<file path="src/rtl/uart_tx.sv">
// uart_tx: 8N1 serial transmitter with a small input FIFO.
// Bytes enter over a VALID/READY handshake, are queued in a circular FIFO
// and leave on TX LSB first: one start bit, eight data bits, one stop bit,
// each held for BIT_PERIOD clocks. Back-to-back frames have no idle gap.
module uart_tx #(
   parameter int BAUD_RATE     = 9600,
   parameter int CLOCK_FREQ_HZ = 12000000,
   parameter int FIFO_DEPTH    = 4
) (
   input  logic                          CLK,
   input  logic                          RST,
   input  logic [7:0]                    DATA,
   input  logic                          VALID,
   output logic                          READY,
   output logic                          TX,
   output logic                          BUSY,
   output logic [$clog2(FIFO_DEPTH):0]   LEVEL
);

   localparam int BIT_PERIOD = CLOCK_FREQ_HZ / BAUD_RATE;
   localparam int CNT_W      = (BIT_PERIOD > 1) ? $clog2(BIT_PERIOD) : 1;
   localparam int PTR_W      = $clog2(FIFO_DEPTH);
   localparam int LVL_W      = PTR_W + 1;

   localparam logic [CNT_W-1:0] CNT_ZERO = {CNT_W{1'b0}};
   localparam logic [CNT_W-1:0] CNT_ONE  = CNT_W'(1);
   localparam logic [CNT_W-1:0] CNT_LAST = CNT_W'(BIT_PERIOD - 1);
   localparam logic [LVL_W-1:0] LVL_ZERO = {LVL_W{1'b0}};
   localparam logic [LVL_W-1:0] LVL_ONE  = LVL_W'(1);
   localparam logic [LVL_W-1:0] LVL_FULL = LVL_W'(FIFO_DEPTH);
   localparam logic [PTR_W-1:0] PTR_ZERO = {PTR_W{1'b0}};
   localparam logic [PTR_W-1:0] PTR_ONE  = PTR_W'(1);

   typedef enum logic [1:0] {
      S_IDLE  = 2'd0,
      S_START = 2'd1,
      S_DATA  = 2'd2,
      S_STOP  = 2'd3
   } state_t;

   // FIFO storage and bookkeeping
   logic [7:0]       mem_r [FIFO_DEPTH];
   logic [PTR_W-1:0] wr_ptr_r;
   logic [PTR_W-1:0] rd_ptr_r;
   logic [LVL_W-1:0] level_r;
   logic [LVL_W-1:0] level_s;
   logic             push_s;
   logic             pop_s;

   // Serialiser state
   state_t           state_r, state_s;
   logic [CNT_W-1:0] cnt_r, cnt_s;
   logic [2:0]       idx_r, idx_s;
   logic [7:0]       shift_r, shift_s;
   logic             tx_r, tx_s;
   logic             ready_r;
   logic             busy_r;

   assign push_s = VALID & ready_r;

   assign READY = ready_r;
   assign TX    = tx_r;
   assign BUSY  = busy_r;
   assign LEVEL = level_r;

   // Next-state logic: bit timing, shifting and FIFO pop requests
   always_comb begin
      state_s = state_r;
      cnt_s   = cnt_r;
      idx_s   = idx_r;
      shift_s = shift_r;
      tx_s    = tx_r;
      pop_s   = 1'b0;
      case (state_r)
         S_IDLE: begin
            cnt_s = CNT_ZERO;
            idx_s = 3'd0;
            if (level_r != LVL_ZERO) begin
               pop_s   = 1'b1;
               shift_s = mem_r[rd_ptr_r];
               tx_s    = 1'b0;
               state_s = S_START;
            end else begin
               tx_s    = 1'b1;
               state_s = S_IDLE;
            end
         end
         S_START: begin
            if (cnt_r == CNT_LAST) begin
               cnt_s   = CNT_ZERO;
               idx_s   = 3'd0;
               tx_s    = shift_r[0];
               state_s = S_DATA;
            end else begin
               cnt_s = cnt_r + CNT_ONE;
            end
         end
         S_DATA: begin
            if (cnt_r == CNT_LAST) begin
               cnt_s = CNT_ZERO;
               if (idx_r == 3'd7) begin
                  tx_s    = 1'b1;
                  state_s = S_STOP;
               end else begin
                  idx_s   = idx_r + 3'd1;
                  shift_s = {1'b0, shift_r[7:1]};
                  tx_s    = shift_r[1];
               end
            end else begin
               cnt_s = cnt_r + CNT_ONE;
            end
         end
         S_STOP: begin
            if (cnt_r == CNT_LAST) begin
               cnt_s = CNT_ZERO;
               if (level_r != LVL_ZERO) begin
                  // Chain straight into the next frame without an idle bit
                  pop_s   = 1'b1;
                  shift_s = mem_r[rd_ptr_r];
                  tx_s    = 1'b0;
                  state_s = S_START;
               end else begin
                  tx_s    = 1'b1;
                  state_s = S_IDLE;
               end
            end else begin
               cnt_s = cnt_r + CNT_ONE;
            end
         end
         default: begin
            cnt_s   = CNT_ZERO;
            idx_s   = 3'd0;
            tx_s    = 1'b1;
            state_s = S_IDLE;
         end
      endcase
   end

   // Occupancy after this edge; simultaneous push and pop cancel out
   always_comb begin
      level_s = level_r;
      case ({push_s, pop_s})
         2'b10:   level_s = level_r + LVL_ONE;
         2'b01:   level_s = level_r - LVL_ONE;
         default: level_s = level_r;
      endcase
   end

   // Serialiser registers; reset aborts any frame and forces the line high
   always_ff @(posedge CLK) begin
      if (RST) begin
         state_r <= S_IDLE;
         cnt_r   <= CNT_ZERO;
         idx_r   <= 3'd0;
         shift_r <= 8'h00;
         tx_r    <= 1'b1;
      end else begin
         state_r <= state_s;
         cnt_r   <= cnt_s;
         idx_r   <= idx_s;
         shift_r <= shift_s;
         tx_r    <= tx_s;
      end
   end

   // FIFO pointers, occupancy and the registered READY/BUSY flags
   always_ff @(posedge CLK) begin
      if (RST) begin
         wr_ptr_r <= PTR_ZERO;
         rd_ptr_r <= PTR_ZERO;
         level_r  <= LVL_ZERO;
         ready_r  <= 1'b1;
         busy_r   <= 1'b0;
      end else begin
         if (push_s) begin
            wr_ptr_r <= wr_ptr_r + PTR_ONE;
         end else begin
            wr_ptr_r <= wr_ptr_r;
         end
         if (pop_s) begin
            rd_ptr_r <= rd_ptr_r + PTR_ONE;
         end else begin
            rd_ptr_r <= rd_ptr_r;
         end
         level_r <= level_s;
         ready_r <= (level_s != LVL_FULL);
         busy_r  <= (state_s != S_IDLE) || (level_s != LVL_ZERO);
      end
   end

   // FIFO storage write; contents are don't-care until a pointer covers them
   always_ff @(posedge CLK) begin
      if (push_s && !RST) begin
         mem_r[wr_ptr_r] <= DATA;
      end
   end

endmodule
</file>
<file path="config.mk">
export PLATFORM = sky130hd
export DESIGN_NAME = uart_tx
export DESIGN_NICKNAME = d
export VERILOG_FILES = /design/src/rtl/uart_tx.sv
export SDC_FILE = /design/constraint.sdc
export NUM_CORES = 1
export LEC_CHECK = 0
export CORE_MARGIN = 10
export CORE_UTILIZATION = 23
export CTS_BUF_LIST = sky130_fd_sc_hd__clkbuf_4 sky130_fd_sc_hd__clkbuf_8 sky130_fd_sc_hd__clkbuf_16
export DETAILED_ROUTE_END_ITERATION = 7
export PLACE_DENSITY_LB_ADDON = 0.2
export REMOVE_ABC_BUFFERS = 1
export SETUP_SLACK_MARGIN = 0.5
export SLEW_MARGIN = 10
export SYNTH_ARGS = -nofsm -noshare
export SYNTH_HDL_FRONTEND = slang
export SYNTH_SLANG_ARGS = --single-unit
</file>
<file path="constraint.sdc">
create_clock -name CLK -period 5.55 [get_ports CLK]
set_clock_uncertainty 0.1 [all_clocks]
set_input_delay 1.11 -clock CLK [delete_from_list [all_inputs] [get_ports CLK]]
set_output_delay 1.11 -clock CLK [all_outputs]
set_load 0.03 [all_outputs]
</file>
# --- Yosys cells after proc, flatten, opt, wreduce, memory -nomap -nowiden ---
# Memories as Yosys holds them, arrays and structs flattened. A register that Yosys moved wholly into a read port is not among the register bits.
# Index checks and enable logic that the tools add are counted.
totals:
  output_inout_bits: 6
  latch_bits: 0
  register_bits: 34
  wordCells: 74
  in_bits: 11
  ramBits: 32
  mem_count: 1
  rom_bits: 0
memory_table:
  columns: ["memory", "words", "width", "rd", "rd_ports_with_merged_regs", "write_ports", "line", "text"]
  rows:
  - ["mem_r", 4, 8, 1, 1, 1, "42", "logic [7:0] mem_r [FIFO_DEPTH];"]
classes:
  n_bitwise: 1
  magnitude_cmp: 0
  multipliers: 0
  muxes: 31
  reduce_logical: 13
  eq_ne: 12
  shift: 0
  n_div: 0
  n_addsub: 6
op_table:
  columns: ["op", "n"]
  rows:
  - ["2-to-1 mux 8 bit", 4]
  - ["case mux 8 bit (3 select lines)", 1]
  - ["case mux 11 bit (2 select lines)", 1]
  - ["2-to-1 mux 2 bit", 6]
  - ["nonzero test 3 bit", 4]
  - ["adder 11 x 1 -> 11 bit (second input constant)", 1]
  - ["equality test 11 bit (second input constant)", 1]
  - ["2-to-1 mux 11 bit", 1]
  - ["2-to-1 mux 1 bit", 10]
  - ["2-to-1 mux 3 bit", 3]
  - ["case mux 3 bit (3 select lines)", 1]
  - ["inequality test 2 bit (second input constant)", 4]
  - ["case mux 2 bit (4 select lines)", 1]
  - ["AND reduction 4 bit", 2]
  - ["adder 3 x 1 -> 3 bit (second input constant)", 2]
  - ["equality test 2 bit (second input constant)", 3]
  - ["case mux 3 bit (2 select lines)", 1]
  - ["adder 2 x 1 -> 2 bit (second input constant)", 2]
  - ["equality test 2 x 1 -> 1 bit (second input constant)", 2]
  - ["case mux 1 bit (4 select lines)", 1]
  - ["equality test 3 bit (second input constant)", 1]
  - ["inequality test 3 bit (second input constant)", 1]
  - ["AND reduction 3 bit", 1]
  - ["OR reduction 3 bit", 1]
  - ["other kinds (8)", 8]

# --- Longest topological paths before layout ---
# Gate-level depths: netlist of the first run.
depth:
  word_depth: 8
  ltp_mapped: 11
  ltp_nobuf: 11

# --- Worst setup path before layout of the first run ---
# Ideal clock, no wire load.
synth_path:
  path_kind: "register -> register"
  startpoint: "register level_r[0] (netlist: LEVEL[0])"
  endpoint: "register level_r[2] (netlist: LEVEL[2])"
  t_arrival_ns: 2.472
  period_less_slack_ns: 2.697
  stages_incl_launch_ff: 8
  slack_ns: 2.853
  setup_ns: 0.125
  path_cell_list: "dfxtp_1 > nor3_1 > nor3_2 > ha_1 > fa_1 > xnor2_1 > nor2_1 > mux2_2"
synth_via:
  elab_chain_len: 6
  elab_cells_between_ends: 9
synth_lines:
  columns: ["item", "line", "text"]
  rows:
  - ["start: declaration", "45", "logic [LVL_W-1:0] level_r;"]
  - ["start signal: assignment", "185", "level_r <= level_s;"]
  - ["nonzero test 3 bit", "78, 116", null]
  - ["2-to-1 mux 1 bit", "78, 116", null]
  - ["2-to-1 mux 1 bit", "114", "if (cnt_r == CNT_LAST) begin"]
  - ["case mux 1 bit (2 select lines)", "74", "case (state_r)"]
  - ["equality test 2 x 1 -> 1 bit or equality test 2 bit (tied branches)", "142", "case ({push_s, pop_s})"]
  - ["case mux 3 bit (2 select lines) (*)", "142", null]
# Mark *: on every way between the ends. The rest lies on a longest branch, timed or not.
# A chain may end at the register's enable or synchronous reset.

# --- Worst setup path in the final report of the first run ---
layout_path:
  startpoint: "input VALID"
  endpoint: "register level_r[2] (netlist: LEVEL[2])"
layout_via:
  elab_chain_len: 3
  elab_cells_between_ends: 4
layout_lines:
  columns: ["item", "line", "text"]
  rows:
  - ["start: declaration", "13", "input logic VALID,"]
  - ["bitwise AND 1 bit (*)", "59", "assign push_s = VALID & ready_r;"]
  - ["equality test 2 x 1 -> 1 bit or equality test 2 bit (tied branches)", "142", null]
  - ["case mux 3 bit (2 select lines) (*)", "142", null]
# Marked as above.

==> results.md, run 1 <==
- First-pass GRT wire length: 10.2 mm
- P&R area growth vs syn: 20.4%
- Final cycle utilization of the critical path: 0.525
- Crit. End Element: flip-flop
- WL per Instance: 13.4 µm
- Status: completed
- RSZ-0062 raised after global routing: no
- I/O pin count: 17
- Top_reg_cell synth: dfxtp_1
- # diodes: 0
- WL final: 6.11 mm
- Post-DRT Antenna Nets: 0
- Placed instance area: 0.00350 mm²
- Hold Vio Cnt, Final: 0
- CP required: 5.66 ns
- Area contributors post-synth: edfxtp_1 30%, dfxtp_1 23%, ha_1 5.9%, mux4_2 5.7%, nor2_1 3.2%
- Commonest cells post-synth: 36 x dfxtp_1, 32 x edfxtp_1, 27 x nor2_1
- Setup TNS: 0 ns
- Gpl congestion: 0.705
- Vias in the first global route: 1,969
- Chip Width: 137 µm
- Worst-path clk slew: 0.06 ns
- Worst-skew pair later-pin latency: 0.33 ns
- EDFF count, synth: 32
- Core area: 0.0133 mm²
- Vias/cell: 4.21
- Slew Viols, Final: 0
- HP Class: reg2reg
- CP Launch Point: VALID
- Fin area: 0.00380 mm²
- Crit path DAT: 3.02 ns
- Top-count cell post-synth: dfxtp_1
- Sequential fraction of the synthesis area: 0.532
- Max-cap violations: 0
- Layout cell share with drive strength beyond 1: 0.160
- Post-CTS setup buffers: 0
- Yosys Warn Count: 0
- DRT iter0 DRCs: 48
- CP Class: in2reg
- Crit Path Max Fanout: 4
- Fillers: 1,403
- Clk sinks: 68
- Critical path launch point type: input port
- Seq. cell area: 0.00168 mm²
- CTS tree: done
- # rows: 42
- PortBufs: 16
- Worst slew margin: 0.544
- Multi-input gate area: 0.00139 mm²
- Post-Syn Area: 0.00316 mm²
- HPWL Detailed: 4.34 mm
- GRT Resource Usage Total: 0.0697
- Yosys top cell by area: edfxtp_1
- Synth unique cells: 52
- Measured slew at the worst slew-check pin: 0.683 ns
- Worst hold path startpoint: shift_r[6]
- Final setup fails: 0
- Nets@finish: 303
- Die Y: 137 µm
- Leak Pwr: 1.32 nW
- Minimum hold slack: 0.357 ns
- Fin crit period: 2.91 ns
- Grt ovf: 0
- Maximum VDD drop: 0.259 mV
- Drt pass-1 iters: 4
- Post-cts resize count: 0
- Cells after Synth: 255
- Worst r2r src: cnt_r[1]
- Antenna violations before repair: 0
- Initial Util: 0.237
- CTS root buf: clkbuf_16
- Die ar.: 0.0188 mm²
- CTS H-tree lvls: 3
- Bufs on Longest Clock Path: 2
- Pin count of the biggest net entering global routing: 21
- Pwr Total: 0.00174 W
- Avg Cell Area, Syn: 12.4 µm²
- Ys async rst share: 0
- Hold_buf cts: 0
- Synthesized flop and latch total: 68
- Area fraction of the dominant cell type after synthesis: 0.304
- P per Cell Area: 459 mW/mm²
- Finished Core Util: 0.285
- Drt drc: 0
- Cts bufs inserted: 9
- DR vias: 1,924
- Maximum clock rate: 343 MHz
==> layer usage <==
metal / global-route usage / vias up / part of all wire
met4: 0.0422 / 0 / 0.017
met3: 0.0164 / 6 / 0.029
met1: 0.0896 / 914 / 0.50
met2: 0.104 / 29 / 0.45
li1: - / 975 / -
met5: 0 / - / 0
==> layout by cell type, fill, tap and decap left out, drive strengths merged, types with 7 or more instances in the layout <==
| cell | Yosys | routed |
|---|---|---|
| nor3 | 9 | 9 |
| edfxtp | 32 | 32 |
| clkdlybuf4s50 | 0 | 16 |
| nand2 | 19 | 19 |
| xnor2 | 7 | 7 |
| a21oi | 9 | 9 |
| mux4 | 8 | 8 |
| dfxtp | 36 | 36 |
| inv | 9 | 11 |
| nor2 | 27 | 27 |
| ha | 15 | 15 |
| clkbuf | 6 | 9 |
==> per-stage QoR <==
step                setup slack [ns]  std cells
finish                          2.64        457
global route                    2.58        457
CTS                             2.65        457
detailed placement              2.30        441
global placement                2.32        441
floorplan                       2.85        247
==> sequential cells by signal, summed over array words and instances (netlist names), named ones only <==
name / cells
LEVEL: 3
cnt_r: 11
shift_r: 8
idx_r: 3
wr_ptr_r: 2
rd_ptr_r: 2
READY: 1
TX: 1
BUSY: 1
mem_r: 32
state_r: 2
==> worst paths after layout <==
path / endpoint / slack, ns / depth (start not counted)
max: LEVEL[2] / 2.64 / 7
min: shift_r[6] / 0.36 / 2
max reg2reg: LEVEL[2] / 2.72 / 10
min reg2reg: shift_r[6] / 0.36 / 2
==> critical path: stages <==
cell and delay, ns:
clkdlybuf4s50_1 0.47, nand2_1 0.12, ha_1 0.26, fa_1 0.38
xnor2_1 0.13, nor2_1 0.18, mux2_2 0.37
==> area by class of cell <==
cell class,instances,share of cell area
multi-input cells,170,0.366
clock inverters,7,0.0197
well taps,176,0.0579
repair buffers,18,0.0460
clock buffers,9,0.0592
flip-flops and latches,68,0.442
inverters,9,0.00888
==> power breakdown <==
| part | internal [W] | total [W] | switching, W |
|---|---|---|---|
| clock network | 0.000351 | 0.000571 | 0.000220 |
| logic | 0.000261 | 0.000505 | 0.000245 |
| registers | 0.000602 | 0.000669 | 0.0000669 |
| total | 0.00121 | 0.00174 | 0.000532 |
==> kinds of logic after synthesis <==
logic type,after synthesis,synth area share
DFF,68,0.532
adders and majority gates,16,0.0657
xor gates and xnor gates,13,0.0360
and+or+nand+nor,89,0.160
AOI/OAI and AO/OA,32,0.0788
muxes,20,0.101
buffers and inverters,17,0.0265
(Power assumes the default switching activity.)
==> run 2: changes to the inputs <==
Clock period 5.55 ns to 2.9 ns, I/O delays scaled along.
==> run 2 against run 1 <==
Net effect:
- combinational power rose by 120%
- sequential share of layout area is 2.4 points lower
- non-clock buffer count grew 19
- routed wire length grew 4.6%
- count of clock-buffer cells in the layout unchanged
- first-iteration DRC count up 4.2%
- die area unchanged
- via count grew 5.5%
- critical path type is now reg2reg
- largest cell class unchanged
==> results.md, run 2 (synthesis results as in run 1) <==
- R2R cell count: 11 (+1)
- Cts bufs inserted: 9 (unchanged)
- Pin count of the biggest net entering global routing: 18 (-14%)
- CTS H-tree lvls: 3 (unchanged)
- Die ar.: 0.0188 mm² (unchanged)
- Vias in the first global route: 2,127 (+8.0%)
- Worst R2R Setup Slack: 0.55 ns (-2.17 ns)
- I/O pin count: 17 (unchanged)
- Met2 track demand over resource: 0.113 (+0.00882)
- Nets@finish: 322 (+6.3%)
- Leak Pwr: 1.44 nW (+8.7%)
- Reg power frac: 0.360 (-0.023)
- Fillers: 1,383 (-1.4%)
- DR vias: 2,030 (+5.5%)
- WL final: 6.40 mm (+4.6%)
- CTS tree: done
- HP Class: reg2reg
- CP required: 3.07 ns (-2.59 ns)
- Switching share of power: 0.299 (-0.00596)
- Regs by FF count: mem_r: 32 flops, cnt_r: 11 flops, shift_r: 8 flops
- P per Cell Area: 884 mW/mm² (+93%)
- Clock power frac: 0.335 (+0.008)
- CP Class: reg2reg
- Crit. End Element: flip-flop
- Drt pass-1 iters: 3 (-1)
- Post-DRT Antenna Nets: 0 (unchanged)
- Hold_buf cts: 0 (unchanged)
- Hold Vio Cnt, Final: 0 (unchanged)
- Worst-path clk slew: 0.06 ns (about the same)
- Finished Core Util: 0.303 (+0.0184)
- CTS root buf: clkbuf_16
- Maximum clock rate: 426 MHz
- Busiest grt layer: met2
- PortBufs: 16 (unchanged)
- Worst slew margin: 0.619 (+0.0745)
- # diodes: 0 (unchanged)
- Maximum VDD drop: 0.458 mV (+77%)
- Layout cell share with drive strength beyond 1: 0.267 (+0.107)
- Min-Delay Path Depth: 2 (unchanged)
- Bufs on Longest Clock Path: 2 (unchanged)
- Most frequent cells in the layout: 32 x edfxtp_1, 30 x dfxtp_1, 26 x nor2_1, 21 x buf_4, 19 x nand2_1
- Core area: 0.0133 mm² (unchanged)
- Gpl congestion: 0.707 (+0.26%)
- Worst-skew pair later-pin latency: 0.33 ns (about the same)
- Setup TNS: 0 ns (unchanged)
- Worst hold path startpoint: shift_r[5]
- Minimum hold slack: 0.363 ns (+0.00592 ns)
- Slew Viols, Final: 0 (unchanged)
- Status: completed
- Met1 usage: 0.0950 (+0.00545)
- Met3 GRT Util: 0.0193 (+0.00291)
- Final setup fails: 0 (unchanged)
- Crit Path Max Fanout: 2 (-2)
- Hold Crit Endpoint: shift_r[5]
- Initial Util: 0.237 (unchanged)
- Chip Width: 137 µm (unchanged)
- Largest register by flop count: mem_r
- Grt ovf: 0 (unchanged)
- Vias/cell: 4.26 (+1.3%)
- DRT iter0 DRCs: 50 (+4.2%)
- Max FFs per register: 32 (unchanged)
- P_int: 0.00251 W (+110%)
- Most common cell after layout, fill and taps aside: edfxtp_1
- Final cycle utilization of the critical path: 0.809
- GRT Resource Usage Total: 0.0747 (+0.00502)
- Antenna violations before repair: 0 (unchanged)
- Critical path launch point type: flip-flop
- Switching pwr: 0.00107 W (+100%)
- HPWL Detailed: 4.51 mm (+3.8%)
- Pwr Total: 0.00358 W (+110%)
- Critical R2R Capture: READY
- Max-cap violations: 0 (unchanged)
- Measured slew at the worst slew-check pin: 0.565 ns (-0.119 ns)
- Drt drc: 0 (unchanged)
- First-pass GRT wire length: 10.9 mm (+6.4%)
- P&R area growth vs syn: 28.2%
- RSZ-0062 raised after global routing: yes
- Fin crit period: 2.35 ns
- # rows: 42 (unchanged)
- Worst r2r src: cnt_r[1]
- Clk sinks: 68 (unchanged)
- Combinational power share: 0.305 (+0.015)
- Die Y: 137 µm (unchanged)
- Crit path DAT: 2.52 ns (-0.50 ns)
- WL per Instance: 13.4 µm (+0.47%)
[run 2: changes by cell type in the layout (fill, tap and decap cells not counted), moves of 2 or more]
cell      change
dfxtp_2       +5
ha_1          -4
dfxtp_1       -6
clkinv_2      -2
buf_4        +19
clkinv_4      -2
ha_2          +3
[run 2: power by group through the flow]
stage	Clock [W]	Combinational [W]	Sequential [W]
2_1_floorplan	0	0.000663	0.00133
3_3_place_gp	0	0.00100	0.00131
3_5_place_dp	0	0.00100	0.00131
4_1_cts	0.00123	0.00106	0.00129
5_1_grt	0.00128	0.00121	0.00132
6_report	0.00120	0.00109	0.00129
[run 2: what timing repair did]
action                                  4_1_cts  5_1_grt
setup buffers                                 6        3
endpoints found under the setup margin        4        3
pin swaps                                     4        2
hold endpoints to repair                      0        0
cloned                                        0        0
resized for setup                            14        8
[run 2: through the flow]
stage | cells | cell area [µm²] | setup slack [ns]
after global routing | 476 | 4050 | 0.373
after floorplan | 247 | 3110 | 0.203
after global placement | 451 | 3580 | 0.143
after detailed placement | 451 | 3580 | 0.0781
final | 476 | 4050 | 0.554
after CTS | 473 | 3990 | 0.492
[run 2: layout make-up]
class / instances / area, µm² / share of cell area
clock buffer: 9 / 225 / 0.0556
clock inverter: 7 / 105 / 0.0260
inverter: 9 / 33.8 / 0.00834
multi-input combinational: 170 / 1460 / 0.360
sequential: 68 / 1690 / 0.418
tap: 176 / 220 / 0.0544
timing repair buffer: 37 / 318 / 0.0785
[run 2: worst max path at each step]
stage	endpoint	slack, ns	cells after the start	start
6_report	READY	0.55	11	cnt_r[1]
2_1_floorplan	LEVEL[2]	0.20	7	LEVEL[0]
4_1_cts	READY	0.49	11	cnt_r[1]
3_3_place_gp	LEVEL[2]	0.14	10	cnt_r[1]
3_5_place_dp	READY	0.08	11	cnt_r[1]
5_1_grt	BUSY	0.37	8	cnt_r[8]
[run 2: worst max-delay path, stage by stage, from the launching register on]
cell      delay (ns)
dfxtp_2         0.33
inv_2           0.04
ha_4            0.15
and4bb_4        0.21
a41oi_4         0.19
nor3_4          0.06
ha_2            0.21
fa_2            0.35
xnor2_2         0.14
nor2_2          0.13
mux2_4          0.32
nand2_1         0.06
[run 2: routing by layer]
layer	wire, µm	vias to the layer above
li1	-	1016
met2	3040	20
met1	3040	986
met4	144	0
met3	173	8
met5	0	-
==> run 3: changes to the inputs <==
Clock period 2.9 ns to 1.9 ns, I/O delays scaled along.
==> run 3 against run 2 <==
Net effect:
- the run now ends with negative setup slack left
- final area up 16%
- first-iteration DRC count is 34% higher
- die area unchanged
- worst hold slack improved by 0.0024 ns
- routed wire length grew 12%
- combinational power is 110% higher
- setup slack got worse by 0.97 ns
- non-clock buffer count grew 45
- critical path type unchanged
- largest cell class is now multi-input combinational cells
==> results.md, run 3 (synthesis results as in run 1) <==
- Slew Viols, Final: 0 (unchanged)
- Core area: 0.0133 mm² (unchanged)
- Measured slew at the worst slew-check pin: 0.370 ns (-0.194 ns)
- Most frequent cells in the layout: 46 x buf_4, 32 x edfxtp_1, 26 x dfxtp_1, 20 x buf_6
- Vias in the first global route: 2,270 (+6.7%)
- Initial Util: 0.237 (unchanged)
- Worst-skew pair later-pin latency: 0.33 ns (about the same)
- Worst-path clk slew: 0.06 ns (about the same)
- Grt ovf: 0 (unchanged)
- Vias/cell: 4.22 (-1.1%)
- WL final: 7.14 mm (+12%)
- CTS root buf: clkbuf_16
- Antenna violations before repair: 0 (unchanged)
- Status: finished with violations
- Bufs on Longest Clock Path: 2 (unchanged)
- Post-Layout Cell Count: 522 (+9.7%)
- Regs by FF count: mem_r: 32 flops, cnt_r: 11 flops, shift_r: 8 flops
- Most common cell after layout, fill and taps aside: buf_4
- Max FFs per register: 32 (unchanged)
- Drt pass-1 iters: 4 (+1)
- Crit Path Max Fanout: 2 (unchanged)
- CTS tree: done
- RSZ-0062 raised after global routing: yes
- Clk sinks: 68 (unchanged)
- WL per Instance: 13.7 µm (+1.7%)
- DRT iter0 DRCs: 67 (+34%)
- Pre-CTS WS: -0.724 ns (-0.802 ns)
- Placed instance area: 0.00398 mm² (+11%)
- # diodes: 0 (unchanged)
- Max-cap violations: 0 (unchanged)
- P per Cell Area: 1220 mW/mm² (+38%)
- Gpl congestion: 0.741 (+4.9%)
- Worst slew margin: 0.751 (+0.132)
- CP Class: reg2reg
- Worst-path cell chain: inv_2, ha_4, and4bb_4, a41oi_2, nor3_2, ha_2, fa_2, xnor2_2, nor2_2, mux2_4, nand2_1
- First-pass GRT wire length: 11.5 mm (+5.8%)
- Final cycle utilization of the critical path: 1.22 (+0.410)
- R2R cell count: 11 (unchanged)
- Critical path launch point type: flip-flop
- # rows: 42 (unchanged)
- Maximum clock rate: 432 MHz (+1.3%)
- HP Class: reg2reg
- Layout cell share with drive strength beyond 1: 0.477 (+0.210)
- Chip Width: 137 µm (unchanged)
- Post-DRT Antenna Nets: 0 (unchanged)
- P&R area growth vs syn: 49.1%
- DR vias: 2,201 (+8.4%)
- Fin area: 0.00471 mm² (+16%)
- Final setup fails: 19 (+19)
- Min-Delay Path Depth: 2 (unchanged)
- Top delay family on crit path: adder cells
- PortBufs: 16 (unchanged)
- CP required: 2.08 ns (-0.99 ns)
- Critical path's slowest cell: fa_2
- CTS H-tree lvls: 3 (unchanged)
- Leak Pwr: 1.74 nW (+21%)
- Buffers and inverters on the worst path: 1 (unchanged)
- Die ar.: 0.0188 mm² (unchanged)
- Critical path depth: 11 (unchanged)
- HPWL Detailed: 4.91 mm (+9.0%)
- I/O pin count: 17 (unchanged)
- Crit. End Element: flip-flop
- Setup TNS: -4.42 ns (-4.42 ns)
- Drt drc: 0 (unchanged)
- Highest routing layer actually used: met4
- Fin crit period: 2.32 ns (-0.0296 ns)
- Failing checks: negative setup slack
- Cts bufs inserted: 9 (unchanged)
- Crit path DAT: 2.49 ns (-0.03 ns)
- Hold Vio Cnt, Final: 0 (unchanged)
- GRT Resource Usage Total: 0.0792 (+0.00451)
- Die Y: 137 µm (unchanged)
- Largest register by flop count: mem_r
- Pin count of the biggest net entering global routing: 21 (+3)
- Finished Core Util: 0.353 (+0.0495)
- Dpl cells: 496 (+10%)
- WL met2: 3.55 mm (+17%)
- Crit-path max cell delay: 0.35 ns (about the same)
- WL met3: 163 µm (-5.8%)
- Post-Route M1 WL: 3.31 mm (+8.7%)
- Hold_buf cts: 0 (unchanged)
- Final WS setup: -0.417 ns (-0.970 ns)
- Maximum VDD drop: 0.659 mV (+44%)
- Nets@finish: 368 (+14%)
## run 3: cell types whose count changed in the layout (fill, tap and decap cells not counted), sizes merged
| cell | before | now |
|---|---|---|
| buf | 21 | 72 |
| clkdlybuf4s50 | 16 | 8 |
| clkinv | 0 | 4 |
| inv | 13 | 10 |
| bufinv | 2 | 0 |
| dlygate4sd2 | 0 | 2 |
| clkinvlp | 1 | 2 |
| nand2 | 19 | 20 |
## run 3: path summary, 6_finish.rpt
| check | from | to | slack [ns] |
|---|---|---|---|
| worst max-delay path | cnt_r[1] | READY | -0.42 |
| worst min-delay path | shift_r[6] | shift_r[6] | 0.37 |
| worst max register to register | cnt_r[1] | READY | -0.42 |
| worst min register to register | shift_r[6] | shift_r[6] | 0.37 |
## run 3: timing repair
item	in CTS	in global routing
resized for setup	99	38
pin swaps	19	25
setup endpoints to repair	71	38
cloned	1	0
buffers inserted	5	4
## run 3: worst register-to-register path, delay by kind of cell (launching register included)
kind / cells / cell delay [ns]
xor+xnor: 1 / 0.14
simple gates: 4 / 0.46
mux: 1 / 0.32
buf+inv: 1 / 0.04
compound gates: 1 / 0.17
flops: 1 / 0.33
fa+ha+maj: 3 / 0.70
## run 3: per-layer routing
metal,vias to the layer above,global-route usage
met1,1054,0.0974
met3,11,0.0211
met5,-,0
met2,21,0.125
met4,0,0.0404
li1,1115,-
## run 3: cell type report
class	count	area [µm²]
Inverter	9	33.8
Sequential cell	68	1700
Clock inverter	7	51.3
Fill cell	1330	8640
Tap cell	176	220
Timing Repair Buffer	82	773
Multi-Input combinational cell	171	1710
Clock buffer	9	225
## run 3: metrics by stage
step / power [W] / hold slack [ns]
final: 0.00577 / 0.365
after global routing: 0.00609 / 0.387
after CTS: 0.00572 / 0.368
after detailed placement: 0.00389 / 0.361
after global placement: 0.00387 / 0.340
after floorplan: 0.00305 / 0.333
## run 3: where the power goes
part           switching [W]  internal, W  leakage (nW)
registers           0.000142      0.00176         0.589
clock network       0.000657     0.000886         0.132
logic                0.00102      0.00130          1.02
total                0.00182      0.00395          1.74
